File: config.mk
export PLATFORM = sky130hd
export DESIGN_NAME = hack_loader
export DESIGN_NICKNAME = d
export VERILOG_FILES = /design/src/rtl/hack_loader_pkg.sv /design/src/rtl/hack_loader.sv
export SDC_FILE = /design/constraint.sdc
export NUM_CORES = 1
export LEC_CHECK = 0
export ABC_CLOCK_PERIOD_IN_PS = 3800
export CAP_MARGIN = 20
export CORE_ASPECT_RATIO = 1.2
export CORE_UTILIZATION = 50
export CTS_CLUSTER_SIZE = 28
export DETAILED_ROUTE_END_ITERATION = 8
export PLACE_DENSITY = 0.76
export SLEW_MARGIN = 20
export SYNTH_ARGS = -nofsm -noshare
export SYNTH_HDL_FRONTEND = slang
export SYNTH_SLANG_ARGS = --single-unit
File: constraint.sdc
create_clock -name clk_in -period 3.8 [get_ports clk_in]
set_input_delay 0.76 -clock clk_in [delete_from_list [all_inputs] [get_ports clk_in]]
set_output_delay 0.76 -clock clk_in [all_outputs]
set_load 0.03 [all_outputs]
File: src/rtl/hack_loader_pkg.sv
// hack_loader shared constants and state encoding.
// ASCII codes of the loader's input alphabet.
package hack_loader_pkg;

  localparam logic [7:0] CH_0  = 8'h30;
  localparam logic [7:0] CH_1  = 8'h31;
  localparam logic [7:0] CH_LF = 8'h0A;
  localparam logic [7:0] CH_CR = 8'h0D;

  typedef enum logic {
    LD_LOAD = 1'b0,
    LD_DONE = 1'b1
  } ld_state_t;

endpackage

File: src/rtl/hack_loader.sv
// hack_loader: ASCII '0'/'1' lines from uart_rx into instruction ROM,
// then release the Hack CPU from reset.
module hack_loader
  import hack_loader_pkg::*;
#(
  parameter int WORD_WIDTH = 16,
  parameter int ADDR_WIDTH = 15
) (
  input  logic                  clk_in,
  input  logic                  reset,
  input  logic [7:0]            rx_data,
  input  logic                  rx_valid,
  output logic [ADDR_WIDTH-1:0] rom_addr,
  output logic [WORD_WIDTH-1:0] rom_wdata,
  output logic                  rom_we,
  output logic                  cpu_reset,
  output logic                  loading,
  output logic                  error,
  output logic [ADDR_WIDTH:0]   words_loaded
);

  localparam int DW = $clog2(WORD_WIDTH + 2);
  localparam logic [DW-1:0] DIG_MAX = DW'(WORD_WIDTH);
  localparam logic [DW-1:0] DIG_SAT = DW'(WORD_WIDTH + 1);

  ld_state_t state, state_d;

  logic [WORD_WIDTH-1:0] shift;
  logic [DW-1:0]         digits;
  logic                  bad_line;
  logic [ADDR_WIDTH:0]   next_addr;

  logic active;
  logic take_bit;
  logic end_line;
  logic go_done;
  logic wr;
  logic ovf;
  logic bad_char;
  logic too_long;
  logic line_ok;

  always_ff @(posedge clk_in or posedge reset) begin
    if (reset) state <= LD_LOAD;
    else       state <= state_d;
  end

  always_comb begin
    state_d  = state;
    take_bit = 1'b0;
    end_line = 1'b0;
    bad_char = 1'b0;
    active   = rx_valid && (state == LD_LOAD);
    if (active) begin
      unique case (1'b1)
        (rx_data == CH_0),
        (rx_data == CH_1):  take_bit = 1'b1;
        (rx_data == CH_LF): end_line = 1'b1;
        (rx_data == CH_CR): ;
        default:            bad_char = 1'b1;
      endcase
    end
    too_long = take_bit && (digits >= DIG_MAX);
    line_ok  = end_line && !bad_line;
    go_done  = line_ok && (digits == '0);
    // next_addr MSB set means every ROM slot is already used
    wr       = line_ok && (digits != '0) && !next_addr[ADDR_WIDTH];
    ovf      = line_ok && (digits != '0) && next_addr[ADDR_WIDTH];
    if (go_done) state_d = LD_DONE;
  end

  always_ff @(posedge clk_in or posedge reset) begin
    if (reset) begin
      shift     <= '0;
      digits    <= '0;
      bad_line  <= 1'b0;
      next_addr <= '0;
      rom_addr  <= '0;
      rom_wdata <= '0;
      rom_we    <= 1'b0;
      error     <= 1'b0;
    end else begin
      rom_we <= wr;
      if (take_bit) begin
        shift <= {shift[WORD_WIDTH-2:0], rx_data[0]};
        if (digits != DIG_SAT) digits <= digits + DW'(1);
      end
      if (too_long || bad_char) bad_line <= 1'b1;
      if (wr) begin
        rom_wdata <= shift;
        rom_addr  <= next_addr[ADDR_WIDTH-1:0];
        next_addr <= next_addr + 1'b1;
      end
      if (end_line && !go_done) begin
        shift    <= '0;
        digits   <= '0;
        bad_line <= 1'b0;
      end
      if (too_long || bad_char || ovf) error <= 1'b1;
    end
  end

  assign words_loaded = next_addr;
  assign cpu_reset    = (state == LD_LOAD);
  assign loading      = (state == LD_LOAD);

endmodule
==> flow_summary.json <==
{
  "status": "finished, final reports clean",
  "ctsResizeCount": 0,
  "clk_path_buf_depth": 2,
  "fmax_mhz": 392,
  "critPathMaxFanout": 24,
  "worstPathCellList": "clkdlybuf4s50_1 -> nor3b_1 -> nand3_1 -> nor3_4 -> buf_4 -> mux2_2",
  "antenna_found_initial": 0,
  "syn_area_sq_um": 3070,
  "finalMaxSlewViolations": 0,
  "die_h_um": 87.8,
  "io-pin-count": 62,
  "slew_headroom_pct": 42.5,
  "fin_crit_ps": 2550,
  "required_ps": 4030,
  "htreeDepth": 3,
  "route.detailed.drc": 0,
  "finalNonFillerCells": 391,
  "core_region_area_sq_um": 5780,
  "setup_viol": 0,
  "cts_setup_buffers": 0,
  "placementRows": 30,
  "criticalPathCategory": "input port to flip-flop",
  "synth_top_family_by_area": "multiplexers",
  "cts.sinks": 72,
  "highest_layer": "met4",
  "wl_mm": 5.67,
  "grt_usage_pct": 19.8,
  "rr_startpoint": "digits[0]",
  "rsz0062_at_grt": "no",
  "met2WireLength_mm": 2.77,
  "grt_overflow": 0,
  "cts_tree": "built",
  "hold_end": "error",
  "ys_types": 38,
  "critPathArrivalTime_ps": 2780,
  "grt_max_degree": 44,
  "clkLatencyLatePin_ps": 350,
  "power_density_nw_per_um2": 381,
  "wl_per_cell_um": 14.5,
  "cp_slowest_cell": "clkdlybuf4s50_1",
  "worstHoldStart": "error",
  "cts.clk_slew.worst_paths_ps": 70,
  "die_w_um": 73.5,
  "gp_congestion": 0.783,
  "area_delta_synth_final_pct": 30.7,
  "synth_seq_cells": 72,
  "max_slew.worst_pin.slew_ps": 861,
  "placed_cell_area_sq_um": 3760,
  "p_leak_nw": 1.97,
  "drt_iter0_drc": 104,
  "place.port_buffers": 61,
  "min_path_cells": 1,
  "final_cell_area_sq_um": 4010,
  "dp.cells": 375,
  "drtPass1Iterations": 4,
  "synth-warning-count": 0,
  "hp-class": "flip-flop to flip-flop",
  "critPathBufInv": 2,
  "initial_core_util_pct": 53.1,
  "drive_above_1_share_pct": 19.3,
  "cts_root_buffer": "clkbuf_8",
  "hold_viol_final": 0,
  "diodes": 0,
  "rr_endpoint": "rom_wdata[13]",
  "ant_nets": 0,
  "start_kind": "input port",
  "drv_cap": 0,
  "synthAdderAreaFrac_pct": 1.63,
  "end_kind": "flip-flop",
  "r2r_cells": 7,
  "finalSetupTns_ps": 0,
  "syn_avg_cell_area_sq_um": 13.0,
  "first_global_vias": 2111,
  "wl_met1_mm": 2.54,
  "synth-simple-area-share_pct": 12.8,
  "route.met3.wl_um": 252,
  "grt_first_pass_wirelength_mm": 9.63,
  "synth.net_count": 251,
  "reg2reg_slack_ps": 1570,
  "min_period_over_period_pct": 67.1,
  "synth_compound_area_share_pct": 2.69,
  "dr_total_vias": 2058,
  "layout.nets": 321,
  "place_hpwl_mm": 3.91,
  "skew_ps": 6.74,
  "synthMuxAreaShare_pct": 17.3,
  "cts_hold_buf": 0,
  "vias_per_cell": 5.26,
  "vdd.ir_drop.worst_mv": 0.312,
  "synth_seq_area_share_pct": 58.7,
  "numCtsBuffers": 9,
  "crit_family": "buffers and inverters",
  "dieArea_sq_um": 6450,
  "slowest_delay_ps": 480,
  "syn_inst": 236,
  "synth-xor-area-share_pct": 4.28
}
-- worst register-to-register path, cell delays in order, from the launching register on --
cell	delay, ps
dfrtp_1	410
inv_1	90
ha_1	210
nor4b_1	160
or3_1	370
nor3_4	140
buf_4	340
mux2_2	400
-- report_power, final --
group	total [mW]	internal (mW)	switching [mW]	leakage [nW]
Sequential	0.768	0.767	0.00121	0.991
Combinational	0.0369	0.0147	0.0223	0.858
Clock	0.722	0.437	0.285	0.119
Total	1.53	1.22	0.309	1.97
-- layout by cell type (no fill, tap or decap), types with 2 or more instances in the layout --
master / n
a21oi_1: 3
a31o_2: 2
and3_1: 3
and3b_1: 2
buf_4: 6
bufinv_16: 3
clkbuf_8: 9
clkdlybuf4s50_1: 61
clkinv_4: 2
dfrtp_1: 72
ha_1: 4
inv_1: 4
mux2_2: 31
mux2i_1: 17
nand2_1: 4
nand3_1: 14
nand4_1: 3
nor2_1: 25
nor2b_1: 2
nor4b_1: 2
o21ai_0: 5
or3_1: 4
xnor2_1: 12
xor2_1: 3
-- how the worst max path moves through the flow --
stage,start,endpoint,slack [ps],cells past startpoint
detailed placement,rx_data[1],rom_wdata[1],900,6
global route,rx_data[0],rom_wdata[13],1080,6
global placement,rx_data[1],rom_addr[12],950,6
floorplan,reset,bad_line,1220,1
CTS,rx_data[0],rom_wdata[13],1230,6
finish,rx_data[1],rom_wdata[13],1250,6
-- cell type report --
type | count | area [sq um]
sequential | 72 | 1800
fill | 444 | 1770
multi-input combinational | 151 | 1190
timing repair buffer | 67 | 656
clock buffer | 9 | 124
clock inverter | 7 | 120
tap | 80 | 100
inverter | 5 | 18.8
-- per-stage QoR --
stage | hold WS [ps] | utilization, % | total power, mW | worst slack (ps)
detailed placement | 477 | 65.1 | 0.822 | 896
finish | 499 | 69.4 | 1.53 | 1250
CTS | 507 | 69.4 | 1.54 | 1230
global placement | 459 | 65.1 | 0.821 | 951
global route | 524 | 69.4 | 1.58 | 1080
floorplan | 479 | - | 0.801 | 1220
-- state kept, by name, summed over array words and instances (netlist names) --
name,flops
error,1
words_loaded,16
shift,16
bad_line,1
rom_wdata,16
digits,5
state,1
rom_we,1
rom_addr,15
-- per-layer routing --
metal | global-route usage (%) | vias up
li1 | - | 976
met1 | 23.9 | 1012
met2 | 33.0 | 55
met3 | 5.52 | 15
met4 | 8.74 | 0
met5 | 0 | -
-- cells in the mapped netlist, drive strengths merged --
cell / n / area share (%)
nor3: 2 / 0.69
nor2: 25 / 3.1
or2: 1 / 0.20
nand4: 3 / 0.61
mux2: 32 / 12
xnor2: 12 / 3.4
o211ai: 1 / 0.24
xor2: 3 / 0.86
o22a: 1 / 0.29
nand2b: 1 / 0.20
nor3b: 1 / 0.24
nor4: 3 / 1.3
ha: 4 / 1.6
nand2: 4 / 0.49
nor4b: 2 / 0.57
or3: 4 / 0.82
and4: 1 / 0.29
buf: 6 / 1.7
and3: 3 / 0.61
a31o: 2 / 0.57
clkbuf: 2 / 0.24
inv: 5 / 0.61
mux2i: 17 / 5.5
nor2b: 2 / 0.41
nand4b: 1 / 0.29
o21ai: 5 / 0.82
dfrtp: 72 / 59
and2: 1 / 0.20
and3b: 2 / 0.57
a211o: 1 / 0.29
a21oi: 3 / 0.49
nand3: 14 / 2.3
-- cell families after synthesis --
group	Yosys count
AOI/OAI and AO/OA	13
xor gates and xnor gates	15
adders and majority gates	4
buffers and inverters	13
DFF	72
muxes	49
and+or+nand+nor	70
(Power assumes the default switching activity.)
